## src/rtl/bram_sp_arb.sv

```systemverilog
// Round-robin front end that shares one single-port BRAM between two
// requesters. It can zero-fill the memory after reset, then grants at
// most one request per cycle and returns read data one cycle later.
//
// state  | meaning
// S_HOLD | first cycle after reset, everything quiet
// S_INIT | zero-fill sweep, one word per cycle
// S_RUN  | normal arbitration between ports A and B
module bram_sp_arb #(
    parameter int DATA_WIDTH     = 72,
    parameter int ADDR_WIDTH     = 10,
    parameter int CLEAR_ON_RESET = 1
) (
    input  logic                  clk,
    input  logic                  rst,
    input  logic                  a_req_valid,
    output logic                  a_req_ready,
    input  logic                  a_req_wr,
    input  logic [ADDR_WIDTH-1:0] a_req_addr,
    input  logic [DATA_WIDTH-1:0] a_req_din,
    output logic                  a_rsp_valid,
    output logic [DATA_WIDTH-1:0] a_rsp_dout,
    input  logic                  b_req_valid,
    output logic                  b_req_ready,
    input  logic                  b_req_wr,
    input  logic [ADDR_WIDTH-1:0] b_req_addr,
    input  logic [DATA_WIDTH-1:0] b_req_din,
    output logic                  b_rsp_valid,
    output logic [DATA_WIDTH-1:0] b_rsp_dout,
    output logic                  mem_wr,
    output logic [ADDR_WIDTH-1:0] mem_addr,
    output logic [DATA_WIDTH-1:0] mem_din,
    input  logic [DATA_WIDTH-1:0] mem_dout,
    output logic                  init_done
);

    typedef enum logic [1:0] {S_HOLD, S_INIT, S_RUN} state_t;

    localparam logic [ADDR_WIDTH-1:0] LAST_ADDR = '1;

    state_t                state_q, state_d;
    logic [ADDR_WIDTH-1:0] clr_q, clr_d;
    logic [ADDR_WIDTH-1:0] addr_q;
    logic                  last_b_q, last_b_d;   // 1: B was granted last
    logic                  a_rsp_q, b_rsp_q;
    logic                  grant_a, grant_b;

    // Next state, arbitration and BRAM drive; rst forces everything quiet
    // in the same cycle because the reset is sampled only at the edge.
    always_comb begin
        state_d  = state_q;
        clr_d    = clr_q;
        last_b_d = last_b_q;
        grant_a  = 1'b0;
        grant_b  = 1'b0;
        mem_wr   = 1'b0;
        mem_addr = addr_q;
        mem_din  = '0;
        case (state_q)
            S_HOLD: begin
                state_d = (CLEAR_ON_RESET != 0) ? S_INIT : S_RUN;
            end
            S_INIT: begin
                mem_wr   = 1'b1;
                mem_addr = clr_q;
                clr_d    = clr_q + 1'b1;
                if (clr_q == LAST_ADDR) begin
                    state_d = S_RUN;
                end
            end
            S_RUN: begin
                if (a_req_valid && (!b_req_valid || last_b_q)) begin
                    grant_a = 1'b1;
                end else if (b_req_valid) begin
                    grant_b = 1'b1;
                end
                if (grant_a) begin
                    mem_wr   = a_req_wr;
                    mem_addr = a_req_addr;
                    mem_din  = a_req_din;
                    last_b_d = 1'b0;
                end else if (grant_b) begin
                    mem_wr   = b_req_wr;
                    mem_addr = b_req_addr;
                    mem_din  = b_req_din;
                    last_b_d = 1'b1;
                end
            end
            default: begin
                state_d = S_HOLD;
            end
        endcase
        if (rst) begin
            grant_a = 1'b0;
            grant_b = 1'b0;
            mem_wr  = 1'b0;
        end
    end

    // State, sweep counter, held address, fairness bit and response flags.
    always_ff @(posedge clk) begin
        if (rst) begin
            state_q  <= S_HOLD;
            clr_q    <= '0;
            addr_q   <= '0;
            last_b_q <= 1'b1;
            a_rsp_q  <= 1'b0;
            b_rsp_q  <= 1'b0;
        end else begin
            state_q  <= state_d;
            clr_q    <= clr_d;
            addr_q   <= mem_addr;
            last_b_q <= last_b_d;
            a_rsp_q  <= grant_a & ~a_req_wr;
            b_rsp_q  <= grant_b & ~b_req_wr;
        end
    end

    assign a_req_ready = grant_a;
    assign b_req_ready = grant_b;
    assign a_rsp_valid = a_rsp_q & ~rst;
    assign b_rsp_valid = b_rsp_q & ~rst;
    assign a_rsp_dout  = mem_dout;
    assign b_rsp_dout  = mem_dout;
    assign init_done   = (state_q == S_RUN) & ~rst;

endmodule
```

## config.mk

```make
export PLATFORM = sky130hd
export DESIGN_NAME = bram_sp_arb
export DESIGN_NICKNAME = d
export VERILOG_FILES = /design/src/rtl/bram_sp_arb.sv
export SDC_FILE = /design/constraint.sdc
export NUM_CORES = 1
export LEC_CHECK = 0
export BUFFER_PORTS_ARGS = -buffer_cell sky130_fd_sc_hd__buf_2
export CORE_AREA = 2 2 182 184
export CTS_CLUSTER_DIAMETER = 50
export DETAILED_ROUTE_END_ITERATION = 8
export DIE_AREA = 0 0 184 186
export GPL_TIMING_DRIVEN = 1
export SETUP_SLACK_MARGIN = 0.15
export SYNTH_ARGS = -nofsm -noshare
export SYNTH_HDL_FRONTEND = slang
export SYNTH_SLANG_ARGS = --single-unit
```

## constraint.sdc

```tcl
create_clock -name clk -period 4.4 [get_ports clk]
set_input_delay 0.22 -clock clk [delete_from_list [all_inputs] [get_ports clk]]
set_output_delay 0.22 -clock clk [all_outputs]
set_load 0.01 [all_outputs]
```

==> reports/metrics.cfg <==
[worst_setup_path]
rr_worst_depth = 5
crit_fanout = 72
r2r-end = clr_q[7]$_SDFFE_PP0P_
cp-end-kind = primary output
crit-reg2reg-launch = state_q[1]$_SDFFE_PP0P_
crit_end = mem_din[40]
r2r_setup_slack_ns = 2.24
cp-startpoint = state_q[0]$_SDFFE_PP0P_
cp_data_arrival_time_ns = 2.77
criticalPathCategory = reg -> out
cp_data_required_time_ns = 4.18
crit_path_start_kind = register

[sta]
clock_skew_ns = 0.00566
finalWorstSetupSlack_ns = 1.41
final_hold_viol_count = 0
period_share_pct = 67.9
min_period_ns = 2.99
slew_violations = 0
slew_headroom_pct = 43.1
tightest_slew_ns = 0.854
rsz0062_at_grt = false
tns_ns = 0
setup_viol_count_final = 0
hold-worst-slack_ns = 0.156
fmax_ghz = 0.335

[die]
die_h_microns = 186
core_sq_um = 32200
initial_core_util_pct = 10.3
num_io_pins = 474
fp.dieArea_sq_um = 34200
rows = 66
dieWidth_microns = 184

[layout]
synthToLayoutAreaGrowth_pct = 19.7
post-route-util_pct = 12.4
num-fill-cells = 3727
final_net_count = 752
drive_gt1_share_pct = 52.7

[synthesis]
synth.ff_latch_count = 25
netlist_area_sq_um = 3330
synthCells = 420
synth_edf_count = 0
yosys_warnings = 0
avgSynthCellArea_sq_um = 7.92
ys_seq_area_share_pct = 15.0
syn-num-nets = 666
async_reset_ff_share_pct = 0
synth_cell_types = 37
ys.flop_type = dfxtp_1

[route]
dr.pass1.iters = 4
ant_nets = 0
drtIter0Drc = 143
via_per_inst = 3.88
vias = 3543
wl_per_cell_microns = 17.6
routed_wl_mm = 16.1
drc = 0

[power_and_ir_drop]
powerDensity_nw_per_um2 = 178
irDropWorstVdd_uv = 172
leakage_nw = 1.88

[cts]
numCtsBuffers = 3
postCtsSetupBuffers = 0
cts_resized = 0
cts.clk_slew.worst_paths_ns = 0.06
clock_latency_ns = 0.26
cts_tree = built
root_buffer = clkbuf_16
htree_levels = 1
numClockSinks = 25
hold_buffers = 0
clock_path_buffers = 2

[placement]
post-place-ws_ns = 1.66
io_buffers = 257
place_congestion = 0.804
dp_hpwl_mm = 13.1

[run_status]
status = finished clean

[global_route]
grt_usage_pct = 8.20
grt_pass1_vias = 3270
grt_pass1_wl_mm = 20.5
grt_overflow = 0
grt_antenna_before_repair = 1
grt_max_degree = 74

[min_path]
hp-class = in -> reg

[flow_run]
cap_violations = 0

==> cells by family after synthesis <==
logic type | Yosys count | synth area share (%)
AOI/OAI and AO/OA | 137 | 33.1
xor gates and xnor gates | 4 | 1.05
adders and majority gates | 4 | 1.50
buffers and inverters | 181 | 37.6
DFF | 25 | 15.0
muxes | 1 | 0.301
and+or+nand+nor | 68 | 11.4
==> metrics by stage <==
step	instances	power [mW]	area [sq um]
global placement	909	0.504	3900
floorplan	420	0.529	3330
detailed placement	909	0.506	3900
finish	914	0.710	3980
global route	914	0.754	3980
CTS	913	0.712	3980
==> report_power, final <==
group,internal [mW],total [mW],leakage [nW],switching [mW]
logic,0.0986,0.252,1.64,0.153
registers,0.240,0.253,0.202,0.0132
clock network,0.124,0.205,0.0382,0.0810
==> cell type report <==
class	count	area, sq um	share of cell area (%)
Multi-Input combinational cell	214	1580	39.7
Timing Repair Buffer	258	1290	32.5
Tap cell	408	510	12.8
Sequential cell	25	500	12.6
Clock buffer	4	78.8	1.98
Inverter	4	15.0	0.377
Antenna cell	1	2.50	0.0629
==> synth_stat cells (2+ instances only) <==
library cell / instances / share of area (%)
nand3_1: 3 / 0.45
buf_4: 144 / 32
a22o_1: 72 / 19
inv_1: 4 / 0.45
nor2b_1: 5 / 0.94
buf_2: 19 / 2.9
dfxtp_1: 25 / 15
o221ai_1: 10 / 2.6
nor3_1: 2 / 0.30
clkbuf_1: 13 / 1.5
xor2_1: 3 / 0.79
ha_1: 4 / 1.5
and3_1: 3 / 0.56
nand2_1: 19 / 2.1
a32oi_1: 10 / 2.6
nor2_1: 7 / 0.79
or4_1: 3 / 0.68
nand2b_1: 2 / 0.38
o31ai_1: 3 / 0.68
or3_1: 2 / 0.38
o211ai_1: 21 / 4.7
o21ai_0: 13 / 2.0
a21oi_1: 5 / 0.75
nand4_1: 12 / 2.3
and2_1: 4 / 0.75
==> flip-flops by register name (all words and copies together) (netlist names) <==
register and count:
a_rsp_q 1, addr_q 10, b_rsp_q 1, clr_q 10
last_b_q 1, state_q 2
==> routing by layer <==
layer | share of wire, % | global-route usage [%] | vias up
li1 | - | - | 1581
met1 | 38 | 9.29 | 1580
met2 | 43 | 12.8 | 347
met3 | 14 | 4.21 | 35
met4 | 4.2 | 3.78 | 0
met5 | 0 | 0 | -
==> worst min-delay path by stage <==
stage,startpoint,endpoint,slack [ns],cells after the start
floorplan,a_req_wr,a_rsp_q$_SDFF_PP0_,0.30,1
global placement,mem_dout[21],a_rsp_dout[21],0.44,0
detailed placement,b_req_wr,b_rsp_q$_SDFF_PP0_,0.43,2
CTS,b_req_wr,b_rsp_q$_SDFF_PP0_,0.16,2
global route,a_req_wr,a_rsp_q$_SDFF_PP0_,0.17,2
finish,b_req_wr,b_rsp_q$_SDFF_PP0_,0.16,2
==> layout by cell type, fill, tap and decap left out, types with 2 or more instances in the layout <==
| master | count |
|---|---|
| and2_4 | 2 |
| dfxtp_1 | 25 |
| ha_1 | 4 |
| nand2b_1 | 2 |
| a21oi_1 | 5 |
| or3_1 | 2 |
| clkbuf_16 | 3 |
| nor2b_1 | 5 |
| and2_1 | 2 |
| nor2_1 | 7 |
| buf_2 | 257 |
| o221ai_1 | 10 |
| o31ai_1 | 3 |
| a22o_1 | 72 |
| nand3_1 | 3 |
| or4_1 | 3 |
| xor2_1 | 3 |
| inv_1 | 4 |
| o211ai_1 | 21 |
| nand2_1 | 19 |
| nand4_1 | 12 |
| o21ai_0 | 13 |
| and3_1 | 3 |
| nor3_1 | 2 |
| a32oi_1 | 10 |
==> critical path, cell delays in order, from the launching register on <==
cell     delay, ns
dfxtp_1       0.33
inv_1         0.08
ha_1          0.26
and2_1        0.46
and2_4        0.73
a22o_1        0.36
buf_2         0.18
(Power assumes the default switching activity.)
